### src/rtl/design_31_pkg.sv
`default_nettype none
// ============================================================================
// Module   : design_31_pkg
// Purpose  : Shared constants and the width-generic add helper for design_31.
//            Build option DESIGN_31_SAT_EN (saturating sum) is consumed by
//            design_31_adder; this package is identical in both builds.
// Revision : 1.0 - initial release
// ============================================================================
package design_31_pkg;

  localparam int unsigned W_DEFAULT = 10;

  // Widest operand the helper supports; the carry lands in bit ADD_MAX_W.
  localparam int unsigned ADD_MAX_W = 64;

  // Returns {carry, sum}. The sum is truncated to 'width' bits and the carry
  // is bit 'width' of the full-precision add. Operands must already fit in
  // 'width' bits (1 <= width <= ADD_MAX_W).
  function automatic logic [ADD_MAX_W:0] add_w(
    input logic [ADD_MAX_W-1:0] a,
    input logic [ADD_MAX_W-1:0] b,
    input int unsigned          width
  );
    logic [ADD_MAX_W:0] full;
    logic [ADD_MAX_W:0] res;
    full = {1'b0, a} + {1'b0, b};
    res  = '0;
    for (int i = 0; i < ADD_MAX_W; i++) begin
      if (i < int'(width)) res[i] = full[i];
    end
    res[ADD_MAX_W] = full[width[6:0]];
    return res;
  endfunction

endpackage : design_31_pkg
`default_nettype wire

### src/rtl/design_31_adder.sv
`default_nettype none
// ============================================================================
// Module   : design_31_adder
// Purpose  : Combinational W-bit unsigned add with carry-out. The result
//            wraps modulo 2^W by default; with DESIGN_31_SAT_EN defined it
//            clamps to all-ones on carry-out.
// Revision : 1.0 - initial release
// ============================================================================
module design_31_adder
  import design_31_pkg::*;
#(
  parameter int unsigned W = W_DEFAULT
) (
  input  logic [W-1:0] a_i,
  input  logic [W-1:0] b_i,
  output logic [W-1:0] sum_o
);

  logic [ADD_MAX_W:0] w_full;
  logic [W-1:0]       w_sum;
  logic               w_carry;
  logic               w_unused;

  assign w_full  = add_w(ADD_MAX_W'(a_i), ADD_MAX_W'(b_i), W);
  assign w_sum   = w_full[W-1:0];
  assign w_carry = w_full[ADD_MAX_W];

  // Bits above W are always zero and carry is unused in the wrap build.
  assign w_unused = ^{w_full, w_carry};

`ifdef DESIGN_31_SAT_EN
  assign sum_o = w_carry ? {W{1'b1}} : w_sum;
`else
  assign sum_o = w_sum;
`endif

endmodule : design_31_adder
`default_nettype wire

### src/rtl/design_31.sv
`default_nettype none
// ============================================================================
// Module   : design_31
// Purpose  : Single-cycle registered adder with start/valid handshake.
//            A start strobe captures a+b into y; valid pulses one cycle later.
//            Build option DESIGN_31_SAT_EN selects saturating instead of
//            wrap-around arithmetic.
// Revision : 1.0 - initial release
// ============================================================================
module design_31
  import design_31_pkg::*;
#(
  parameter int unsigned W = W_DEFAULT
) (
  input  logic         clk,
  input  logic         rst_n,
  input  logic         start,
  input  logic [W-1:0] a,
  input  logic [W-1:0] b,
  output logic [W-1:0] y,
  output logic         valid
);

  logic [W-1:0] w_sum;
  logic [W-1:0] y_d;
  logic [W-1:0] y_q;
  logic         valid_d;
  logic         valid_q;

  design_31_adder #(
    .W (W)
  ) u_adder (
    .a_i   (a),
    .b_i   (b),
    .sum_o (w_sum)
  );

  // Next state: capture the sum on start, otherwise hold y and drop valid.
  always_comb begin
    y_d     = y_q;
    valid_d = 1'b0;
    if (start) begin
      y_d     = w_sum;
      valid_d = 1'b1;
    end
  end

  // Output registers; reset clears both immediately without a clock.
  always_ff @(posedge clk or negedge rst_n) begin
    if (!rst_n) begin
      y_q     <= '0;
      valid_q <= 1'b0;
    end else begin
      y_q     <= y_d;
      valid_q <= valid_d;
    end
  end

  assign y     = y_q;
  assign valid = valid_q;

endmodule : design_31
`default_nettype wire

### config.mk
export PLATFORM = sky130hd
export DESIGN_NAME = design_31
export DESIGN_NICKNAME = d
export VERILOG_FILES = /design/src/rtl/design_31_pkg.sv /design/src/rtl/design_31_adder.sv /design/src/rtl/design_31.sv
export SDC_FILE = /design/constraint.sdc
export NUM_CORES = 1
export LEC_CHECK = 0
export CAP_MARGIN = 15
export CORE_MARGIN = 1
export CORE_UTILIZATION = 52
export CTS_BUF_LIST = sky130_fd_sc_hd__clkbuf_4 sky130_fd_sc_hd__clkbuf_8
export CTS_CLUSTER_SIZE = 28
export DETAILED_ROUTE_END_ITERATION = 10
export DONT_BUFFER_PORTS = 1
export HOLD_SLACK_MARGIN = 0.08
export PLACE_DENSITY = 0.7
export SYNTH_ARGS = -nofsm -noshare
export SYNTH_HDL_FRONTEND = slang
export SYNTH_HIERARCHICAL = 1
export SYNTH_SLANG_ARGS = --single-unit
### constraint.sdc
create_clock -name clk -period 0.8 [get_ports clk]
set_input_delay 0.16 -clock clk [delete_from_list [all_inputs] [get_ports clk]]
set_output_delay 0.16 -clock clk [all_outputs]
set_load 0.02 [all_outputs]
# Word-level counts from Yosys, hierarchy flattened
# Index checks and enable logic that the tools add are counted.
# Widths: inputs -> output; s select.
dict set report word_totals {
  register_bits 11
  latchBits 0
  ram_bits 0
  mem_bits_ro 0
  inputBits 23
  elab_cells 4
  mem_count 0
}
dict set report classes {
  addsub 1
  mul 0
  n_div 0
  order_cmp 0
  n_eq_ne 0
  shifts 0
  n_mux 1
  n_bitwise 0
  reduce_logical 0
}
# cell count
set ops {}
lappend ops {{$add 10x10->10} 1}
lappend ops {{$mux 1} 1}

# Logic depth before layout (Yosys ltp)
# Gate-level depths: netlist of run 1.
dict set report depth {
  depth_word 1
  depth_mapped 8
  ltp_nobuf 8
}

# By module
# Netlist of run 1, hierarchy kept.
# module instances cells_each area_per_inst_um2
set modules_own_cells {}
lappend modules_own_cells {design_31 1 22 436.7}
lappend modules_own_cells {design_31_adder 1 51 385.4}

# Least setup slack after synthesis of run 1
# Ideal clock, no wire load.
dict set report synth_path {
  kind {input to register}
  startpoint {in a[0]}
  endpoint {reg y_q[8], in the netlist y[8]}
  arrival_ns 1.518
  required_ns 0.675
  slack_ns -0.843
  stages 8
  n_path_buf 0
  cell_sequence {ha_1 inv_1 fa_1 nand2b_1 a21oi_1 a221oi_2 xnor2_1 mux2_4}
}
dict set report synth_via {
  elab_chain_len 1
}
# item line_no
set synth_lines {}
lappend synth_lines {{start, declared} design_31.sv:18} ;# input logic [W-1:0] a,
lappend synth_lines {{$add 10x10->10} design_31_pkg.sv:26} ;# full = {1'b0, a} + {1'b0, b};
lappend synth_lines {{via w_sum[8]} design_31.sv:24} ;# logic [W-1:0] w_sum;
lappend synth_lines {{end signal, assigned} design_31.sv:54} ;# y_q <= y_d;
lappend synth_lines {{end, declared} design_31.sv:26} ;# logic [W-1:0] y_q;
# The timed path passes the listed nets, and every way through them passes these cells.
# A chain may end at the register's enable or synchronous reset.

# Worst setup path after layout of run 1
# Ends and elaborated chain as after synthesis.

==> results.cfg, run 1 <==
[synthesis]
syn_avg_cell_area_sq_um = 11.3
ys.flop_type = dfrtp_1
synth_most_common_cell = dfrtp_1
synth.top_cell.area_share = 0.335
ys_top_cells_by_count = dfrtp_1 (11), mux2_4 (10), ha_1 (9)
synth-edff-count = 0
syn_inst = 73
syn-num-nets = 106
syn_area_sq_um = 822
async_flop_share = 1.00
synth_area_leaders = dfrtp_1 (33%), mux2_4 (18%), ha_1 (14%)
synth.largest_area_cell = dfrtp_1
yosys_warnings = 6
ys_types = 20
synth.ff_latch_count = 11
ys_seq_area_frac = 0.335

[drt]
wire_per_inst_microns = 27.4
finalWirelength_microns = 3460
vias = 844
via_per_inst = 6.70
drt_iter0_drc = 23
route.detailed.drc = 0
postRouteAntennaNets = 0
drtPass1Iterations = 4

[critical_path]
setup.worst_path.end_class = flip-flop
rr_worst_depth = 2
crit_required_ps = 990
critPathMaxStageDelay_ps = 360
worstReg2RegEnd = y[6]
cp_max_fo = 2
path_class = in2reg
crit_chain = ha_4 > inv_2 > fa_2 > nand2b_4 > a21oi_4 > a221oi_2 > xnor2_1 > mux2_4
rrSetupSlack_ps = -140
worst-path-buf-inv = 1
critPathCapture = y[8]
crit_cells = 8
cp-start-kind = primary input
cp_slowest_cell = fa_2
cp.arrival_ps = 1550
r2r_start = y[6]
cpLargestDelayFamily = adder cells
crit_path_start = a[0]

[floorplanning]
core_area_sq_um = 1380
initial_core_util = 0.595
die_y_microns = 41.8
die_area_sq_um = 1740
die_w_microns = 41.8
num_io_pins = 34
core.rowCount = 13

[sta]
setup_slack_ps = -559
hold_slack_ps = -109
max-slew-margin-rel = 0.664
hold_viol_final = 1
fin_skew_ps = 0
worst_slew_pin_slew_ps = 502
fmax_mhz = 736
period_share = 1.70
slew_violations = 0
grt_setup_unrepaired = true
finalCriticalPeriod_ps = 1360
setup_violations = 21

[cts]
cts-buffers-inserted = 3
cts_tree = yes
path_clk_slew_ps = 80
cts_max_path_buffers = 2
cts_max_level = 1
clock_sinks = 11
clock_latency_ps = 290
cts-root-buf = clkbuf_4
postCtsHoldBufs = 1

[power]
ir_worst_vdd_mv = 1.56
sw_frac_of_total = 0.368
clock_power_share = 0.169
power.leakage_uw = 0.000608
p_int_uw = 1730
p_comb_frac = 0.539
p_seq_frac = 0.293
p_switching_uw = 1010
power_density_nw_per_um2 = 2080

[global_route]
grt_pass1_wl_microns = 4160
overflow = 0
antenna_found_initial = 0
track_usage = 0.336
grt_max_degree = 12
grt_pass1_vias = 845

[cells_and_area]
final_nets = 145
regArea_sq_um = 278
drive_above_1_share = 0.640
nFillCells = 30
area_delta_synth_final_pct = 60.1
stdcell_count = 126
multi_input_comb_area_sq_um = 661
n_antenna_cell = 0

[worst_hold_path]
hold_class = in2reg
hold_depth = 0

[placed_design]
dpl.hpwl_microns = 1390
port_buffers = 0
place_ws_ps = -790
dp.cells = 108
gp_congestion = 0.715

[outcome]
violations = negative hold slack, negative setup slack
outcome = finished with violations

[job]
maxCapViolations = 0
## per-stage QoR
step                      cell area (sq um)  total power (uW)  utilization  hold slack, ps  TNS, ps
after detailed placement               1080              1770        0.778            -135    -5650
final                                  1320              2740        0.952            -109    -5950
after global placement                 1080              1730        0.778            -135    -5490
after global routing                   1320              2800        0.952            -119    -6250
after floorplan                         911              1440            -            -136    -4870
after CTS                              1240              2440        0.898           -74.8    -4810
## power groups by stage
| stage | clock network (uW) | logic, uW | registers (uW) |
|---|---|---|---|
| 2_1_floorplan | 0 | 517 | 919 |
| 3_3_place_gp | 0 | 958 | 770 |
| 3_5_place_dp | 0 | 994 | 781 |
| 4_1_cts | 401 | 1260 | 781 |
| 5_1_grt | 477 | 1520 | 810 |
| 6_report | 463 | 1480 | 802 |
## worst min path at each step
stage	start	end	slack (ps)
floorplan	rst_n	valid	-140
CTS	start	valid	-70
finish	start	valid	-110
global placement	rst_n	y[9]	-140
detailed placement	rst_n	y[5]	-140
global route	start	valid	-120
## timing repair
| item | CTS | global route |
|---|---|---|
| resized for setup | 14 | 10 |
| buffers inserted | 9 | 4 |
| endpoints found under the setup margin | 20 | 21 |
| hold endpoints to repair | 22 | 11 |
| pin swaps | 8 | 3 |
## flip-flops by register name, indices dropped and copies added, names as in the netlist
| register | cells |
|---|---|
| valid | 1 |
| y | 10 |
## cell usage in the layout, fill, tap and decap left out
| master | netlist | routed |
|---|---|---|
| o211ai_1 | 2 | 2 |
| nand2_1 | 2 | 2 |
| inv_1 | 6 | 4 |
| dfrtp_1 | 11 | 9 |
| a221oi_2 | 1 | 1 |
| buf_6 | 1 | 11 |
| dlygate4sd3_1 | 0 | 1 |
| a21o_1 | 2 | 2 |
| xor2_1 | 2 | 2 |
| nand3_2 | 0 | 1 |
| nand2b_4 | 0 | 1 |
| and2_1 | 1 | 1 |
| nor2_2 | 0 | 2 |
| a21oi_4 | 0 | 3 |
| xnor2_1 | 7 | 7 |
| nor2_1 | 4 | 2 |
| ha_4 | 0 | 6 |
| ha_2 | 0 | 1 |
| inv_2 | 0 | 2 |
| ha_1 | 9 | 2 |
| buf_4 | 0 | 23 |
| a31oi_2 | 0 | 1 |
| fa_2 | 0 | 1 |
| nand3_1 | 5 | 4 |
| o221ai_2 | 0 | 1 |
| dfrtp_2 | 0 | 2 |
| clkbuf_4 | 0 | 4 |
| a21oi_2 | 0 | 1 |
| o21ai_1 | 0 | 1 |
| mux2_4 | 10 | 10 |
| a31oi_1 | 2 | 1 |
## logic make-up after synthesis
group	synth area share
flip-flops	0.335
XOR/XNOR	0.0959
multiplexers	0.183
AO/OA/AOI/OAI	0.111
AND/OR/NAND/NOR	0.0731
adder cells (fa/ha/maj)	0.161
buffers and inverters	0.0411
## worst register-to-register path, cell delays in order (launching register included)
cell and delay [ps]:
dfrtp_1 420, buf_4 150, mux2_4 260
## area by class of cell
type                            count  share of cell area
Tap cell                           15              0.0143
Sequential cell                    11               0.211
Clock buffer                        4              0.0228
Inverter                            6              0.0171
Timing Repair Buffer               35               0.233
Multi-Input combinational cell     55               0.502
## routing by layer
metal | track usage | vias to the layer above | part of all wire
li1 | - | 336 | -
met1 | 0.360 | 398 | 0.39
met2 | 0.569 | 78 | 0.45
met3 | 0.0957 | 32 | 0.087
met4 | 0.219 | 0 | 0.077
met5 | 0 | - | 0
(Power assumes the default switching activity.)
==> run 2: changes to the inputs <==
--- a/config.mk
+++ b/config.mk
@@ -14,6 +14,7 @@
 export DONT_BUFFER_PORTS = 1
 export HOLD_SLACK_MARGIN = 0.08
 export PLACE_DENSITY = 0.7
+export SKIP_CTS_REPAIR_TIMING = 1
 export SYNTH_ARGS = -nofsm -noshare
 export SYNTH_HDL_FRONTEND = slang
 export SYNTH_HIERARCHICAL = 1
==> run 2 against run 1 <==
  * The run still ends with negative hold slack, negative setup slack left
  * Clock skew unchanged
  * Cell area decreased by 1.4%
  * Worst setup slack lost 38 ps
  * Combinational power shrank 3%
  * Clock power down 6.5%
  * Sequential power shrank 1%
==> results.cfg, run 2 (synthesized netlist as in run 1, its figures left out) <==
[drt]
wire_per_inst_microns = 23.6
drt_iter0_drc = 38
via_per_inst = 6.54
route.detailed.drc = 0
finalWirelength_microns = 2900
postRouteAntennaNets = 0
drtPass1Iterations = 4
vias = 805

[critical_path]
cp_slowest_cell = fa_2
crit_required_ps = 950
setup.worst_path.end_class = flip-flop
cpLargestDelayFamily = adder cells
critPathMaxStageDelay_ps = 360
cp.arrival_ps = 1550
cp-start-kind = primary input
crit_chain = ha_4 > inv_2 > fa_2 > nand2b_4 > a21oi_4 > nor2_1 > xnor2_1 > mux2_4
path_class = in2reg
cp_max_fo = 2
worst-path-buf-inv = 1

[global_route]
overflow = 0
grt_pass1_wl_microns = 2800
antenna_found_initial = 0
grt_max_degree = 12
track_usage = 0.205
grt_pass1_vias = 682

[sta]
hold_slack_ps = -91.7
max-slew-margin-rel = 0.659
finalCriticalPeriod_ps = 1400
grt_setup_unrepaired = true
slew_violations = 0
fin_skew_ps = 0
period_share = 1.75
hold_viol_final = 1
setup_violations = 21
worst_slew_pin_slew_ps = 509
setup_slack_ps = -597
fmax_mhz = 716

[cts]
cts-root-buf = clkbuf_4
clock_latency_ps = 270
cts_max_level = 1
cts_max_path_buffers = 2
path_clk_slew_ps = 80
cts-buffers-inserted = 3
cts_tree = yes
clock_sinks = 11

[cells_and_area]
mostFrequentLayoutCells = buf_4 (20), buf_6 (11), mux2_4 (10)
stdcell_count = 123
n_antenna_cell = 0
drive_above_1_share = 0.630
fin_util = 0.938
multi_input_comb_area_sq_um = 664
largest_reg_flops = 10
regArea_sq_um = 278
final_common_cell = buf_4
nFillCells = 37
final_nets = 142
area_delta_synth_final_pct = 57.8

[worst_hold_path]
hold_class = in2reg

[job]
maxCapViolations = 0

[power]
ir_worst_vdd_mv = 1.19
power_density_nw_per_um2 = 2040
p_total_uw = 2650
power.leakage_uw = 0.000600

[floorplanning]
initial_core_util = 0.595
die_area_sq_um = 1740
num_io_pins = 34
die_w_microns = 41.8
core.rowCount = 13
die_y_microns = 41.8
core_area_sq_um = 1380

[placed_design]
gp_congestion = 0.715
port_buffers = 0
dpl.hpwl_microns = 1390
dp.cells = 108

[outcome]
violations = negative hold slack, negative setup slack
outcome = finished with violations
## run 2: power breakdown
part	switching [uW]	total (uW)	leakage (uW)	internal, uW
Clock	206	433	0.0000184	227
Combinational	603	1430	0.000455	825
Sequential	106	791	0.000127	685
## run 2: area by class of cell
cell class / count / area share
Clock buffer: 4 / 0.0231
Inverter: 6 / 0.0174
Multi-Input combinational cell: 55 / 0.512
Sequential cell: 11 / 0.214
Tap cell: 15 / 0.0145
Timing Repair Buffer: 32 / 0.219
## run 2: per-layer routing
| layer | track usage | up-vias | routed length (microns) |
|---|---|---|---|
| met5 | 0 | - | 0 |
| met4 | 0.0968 | 0 | 84 |
| met3 | 0.0261 | 10 | 243 |
| met2 | 0.350 | 69 | 1430 |
| met1 | 0.253 | 397 | 1140 |
| li1 | - | 329 | - |
## run 2: per-stage QoR
step / setup slack, ps / TNS, ps / area, sq um
after floorplan: -730 / -4870 / 911
after global placement: -770 / -5490 / 1080
after detailed placement: -790 / -5650 / 1080
after CTS: -511 / -4980 / 1110
after global routing: -609 / -5770 / 1300
final: -597 / -5270 / 1300
## run 2: worst paths after layout
kind                            startpoint    end  slack, ps  cells after the start
worst min-delay path                 start  valid        -90                      0
worst max-delay path                  b[0]   y[6]       -600                      8
min in group asynchronous            rst_n   y[4]        290                      1
worst max register to register        y[4]   y[4]       -150                      2
worst min register to register        y[2]   y[2]        570                      1
max in group asynchronous            rst_n   y[0]        140                      1
==> run 3: changes to the inputs <==
--- a/config.mk
+++ b/config.mk
@@ -9,7 +9,6 @@
 export CORE_MARGIN = 1
 export CORE_UTILIZATION = 52
 export CTS_BUF_LIST = sky130_fd_sc_hd__clkbuf_4 sky130_fd_sc_hd__clkbuf_8
-export CTS_CLUSTER_SIZE = 28
 export DETAILED_ROUTE_END_ITERATION = 10
 export DONT_BUFFER_PORTS = 1
 export HOLD_SLACK_MARGIN = 0.08
@@ -17,5 +16,4 @@
 export SKIP_CTS_REPAIR_TIMING = 1
 export SYNTH_ARGS = -nofsm -noshare
 export SYNTH_HDL_FRONTEND = slang
-export SYNTH_HIERARCHICAL = 1
 export SYNTH_SLANG_ARGS = --single-unit
==> run 3 against run 2 <==
  * The flow still finishes with violations (negative hold slack, negative setup slack)
  * Clock skew unchanged
  * Global-route usage is 6.6 points higher
  * Sequential share of layout area up 0.46 points
  * Critical path depth stayed put
  * Wire length fell by 7.5%
==> results.cfg, run 3 <==
[drt]
finalWirelength_microns = 2680
vias = 830
via_per_inst = 6.38
postRouteAntennaNets = 0
drtPass1Iterations = 4
drt_iter0_drc = 46
route.detailed.drc = 0
wire_per_inst_microns = 20.6

[synthesis]
synth_area_leaders = dfrtp_1 (34%), ha_1 (14%), mux2_2 (5.6%)
syn_avg_cell_area_sq_um = 9.93
ys_types = 32
synth_most_common_cell = dfrtp_1
ys.flop_type = dfrtp_1
synth-edff-count = 0
syn-num-nets = 114
syn_area_sq_um = 805
ys_seq_area_frac = 0.342
ys_top_cells_by_count = dfrtp_1 (11), ha_1 (9), o21ai_0 (6)
syn_inst = 81
synth.ff_latch_count = 11
yosys_warnings = 0
synth.largest_area_cell = dfrtp_1
synth.top_cell.area_share = 0.342
async_flop_share = 1.00

[cells_and_area]
drive_above_1_share = 0.530
final_nets = 149
largest_reg_flops = 10
mostFrequentLayoutCells = buf_4 (19), buf_6 (11), dfrtp_1 (9)
final_area_sq_um = 1270
area_delta_synth_final_pct = 57.9
final_common_cell = buf_4
n_antenna_cell = 0
stdcell_count = 130

[cts]
cts_max_level = 1
cts_tree = yes
cts-buffers-inserted = 3
clock_sinks = 11
clock_latency_ps = 270
path_clk_slew_ps = 80
cts_max_path_buffers = 2
cts-root-buf = clkbuf_4

[global_route]
grt_max_degree = 12
track_usage = 0.271
grt_pass1_vias = 619
overflow = 0
antenna_found_initial = 0
grt_pass1_wl_microns = 2870

[floorplanning]
core_area_sq_um = 1370
initial_core_util = 0.589
core.rowCount = 13
die_w_microns = 41.3
die_y_microns = 41.3
num_io_pins = 34
die_area_sq_um = 1710

[power]
ir_worst_vdd_mv = 0.987
power.leakage_uw = 0.000558
power_density_nw_per_um2 = 1830
p_total_uw = 2330

[outcome]
outcome = finished with violations
violations = negative hold slack, negative setup slack

[critical_path]
path_class = in2reg
rr_worst_depth = 2
crit_required_ps = 960
cp-start-kind = primary input
cpLargestDelayFamily = adder cells
crit_chain = ha_4 > inv_2 > fa_2 > nor2b_2 > o31a_1 > o221ai_2 > xnor2_1 > mux2_4
cp_max_fo = 2
setup.worst_path.end_class = flip-flop
cp.arrival_ps = 1460
critPathMaxStageDelay_ps = 340
worst-path-buf-inv = 1
cp_slowest_cell = fa_2
crit_cells = 8

[sta]
period_share = 1.62
finalCriticalPeriod_ps = 1290
worst_slew_pin_slew_ps = 542
setup_slack_ps = -494
setup_violations = 19
grt_setup_unrepaired = true
hold_slack_ps = -96.8
max-slew-margin-rel = 0.637
hold_viol_final = 2
slew_violations = 0
fin_setup_tns_ps = -4640
fin_skew_ps = 0
fmax_mhz = 773

[placed_design]
dp.cells = 120
gp_congestion = 0.771
port_buffers = 0
dpl.hpwl_microns = 1540
dpl_cell_area_sq_um = 1100

[worst_hold_path]
hold_class = in2reg
hold_depth = 0

[job]
maxCapViolations = 0
run 3: changes by cell type after synthesis, moves of 3 or more:
cell | before | now
xnor2_1 | 7 | 4
nand2_1 | 2 | 5
mux2_2 | 0 | 4
nand3_1 | 5 | 1
mux2_4 | 10 | 0
o21ai_0 | 1 | 6
run 3: worst paths after layout:
kind / start / endpoint / slack (ps)
min: start / valid / -100
max reg2reg: y[8] / y[8] / -110
min reg2reg: y[0] / y[0] / 540
min in group asynchronous: rst_n / y[1] / 300
max in group asynchronous: rst_n / y[0] / 110
max: a[0] / y[8] / -490
run 3: kinds of logic (layout without fill, tap and decap cells):
| group | count (synthesis) | in the layout | share of synthesized area |
|---|---|---|---|
| XOR/XNOR | 5 | 5 | 0.0544 |
| AO/OA/AOI/OAI | 25 | 25 | 0.226 |
| adder cells (fa/ha/maj) | 10 | 10 | 0.165 |
| AND/OR/NAND/NOR | 20 | 20 | 0.128 |
| buffers and inverters | 6 | 40 | 0.0295 |
| multiplexers | 4 | 4 | 0.0560 |
| flip-flops | 11 | 11 | 0.342 |
run 3: power breakdown:
| group | leakage [uW] | total [uW] | switching (uW) | internal (uW) |
|---|---|---|---|---|
| Clock | 0.0000184 | 446 | 219 | 227 |
| Sequential | 0.000128 | 751 | 90.2 | 660 |
| Combinational | 0.000411 | 1130 | 512 | 621 |
| Total | 0.000558 | 2330 | 821 | 1510 |
run 3: stage by stage:
| step | util | worst slack [ps] |
|---|---|---|
| after floorplan | - | -780 |
| after global placement | 0.803 | -810 |
| after detailed placement | 0.803 | -866 |
| after CTS | 0.825 | -591 |
| after global routing | 0.929 | -556 |
| final | 0.929 | -494 |
run 3: routing by layer:
metal / global-route usage / vias up / part of all wire
met1: 0.348 / 381 / 0.41
met5: 0 / - / 0
li1: - / 362 / -
met4: 0.0968 / 0 / 0.060
met3: 0.0479 / 22 / 0.074
met2: 0.453 / 65 / 0.45
run 3: final cells by class:
cell class / count / area (sq um)
flip-flops and latches: 11 / 278
repair buffers: 32 / 297
well taps: 15 / 18.8
fillers: 51 / 96.3
multi-input cells: 64 / 632
clock buffers: 4 / 30.0
inverters: 4 / 15.0
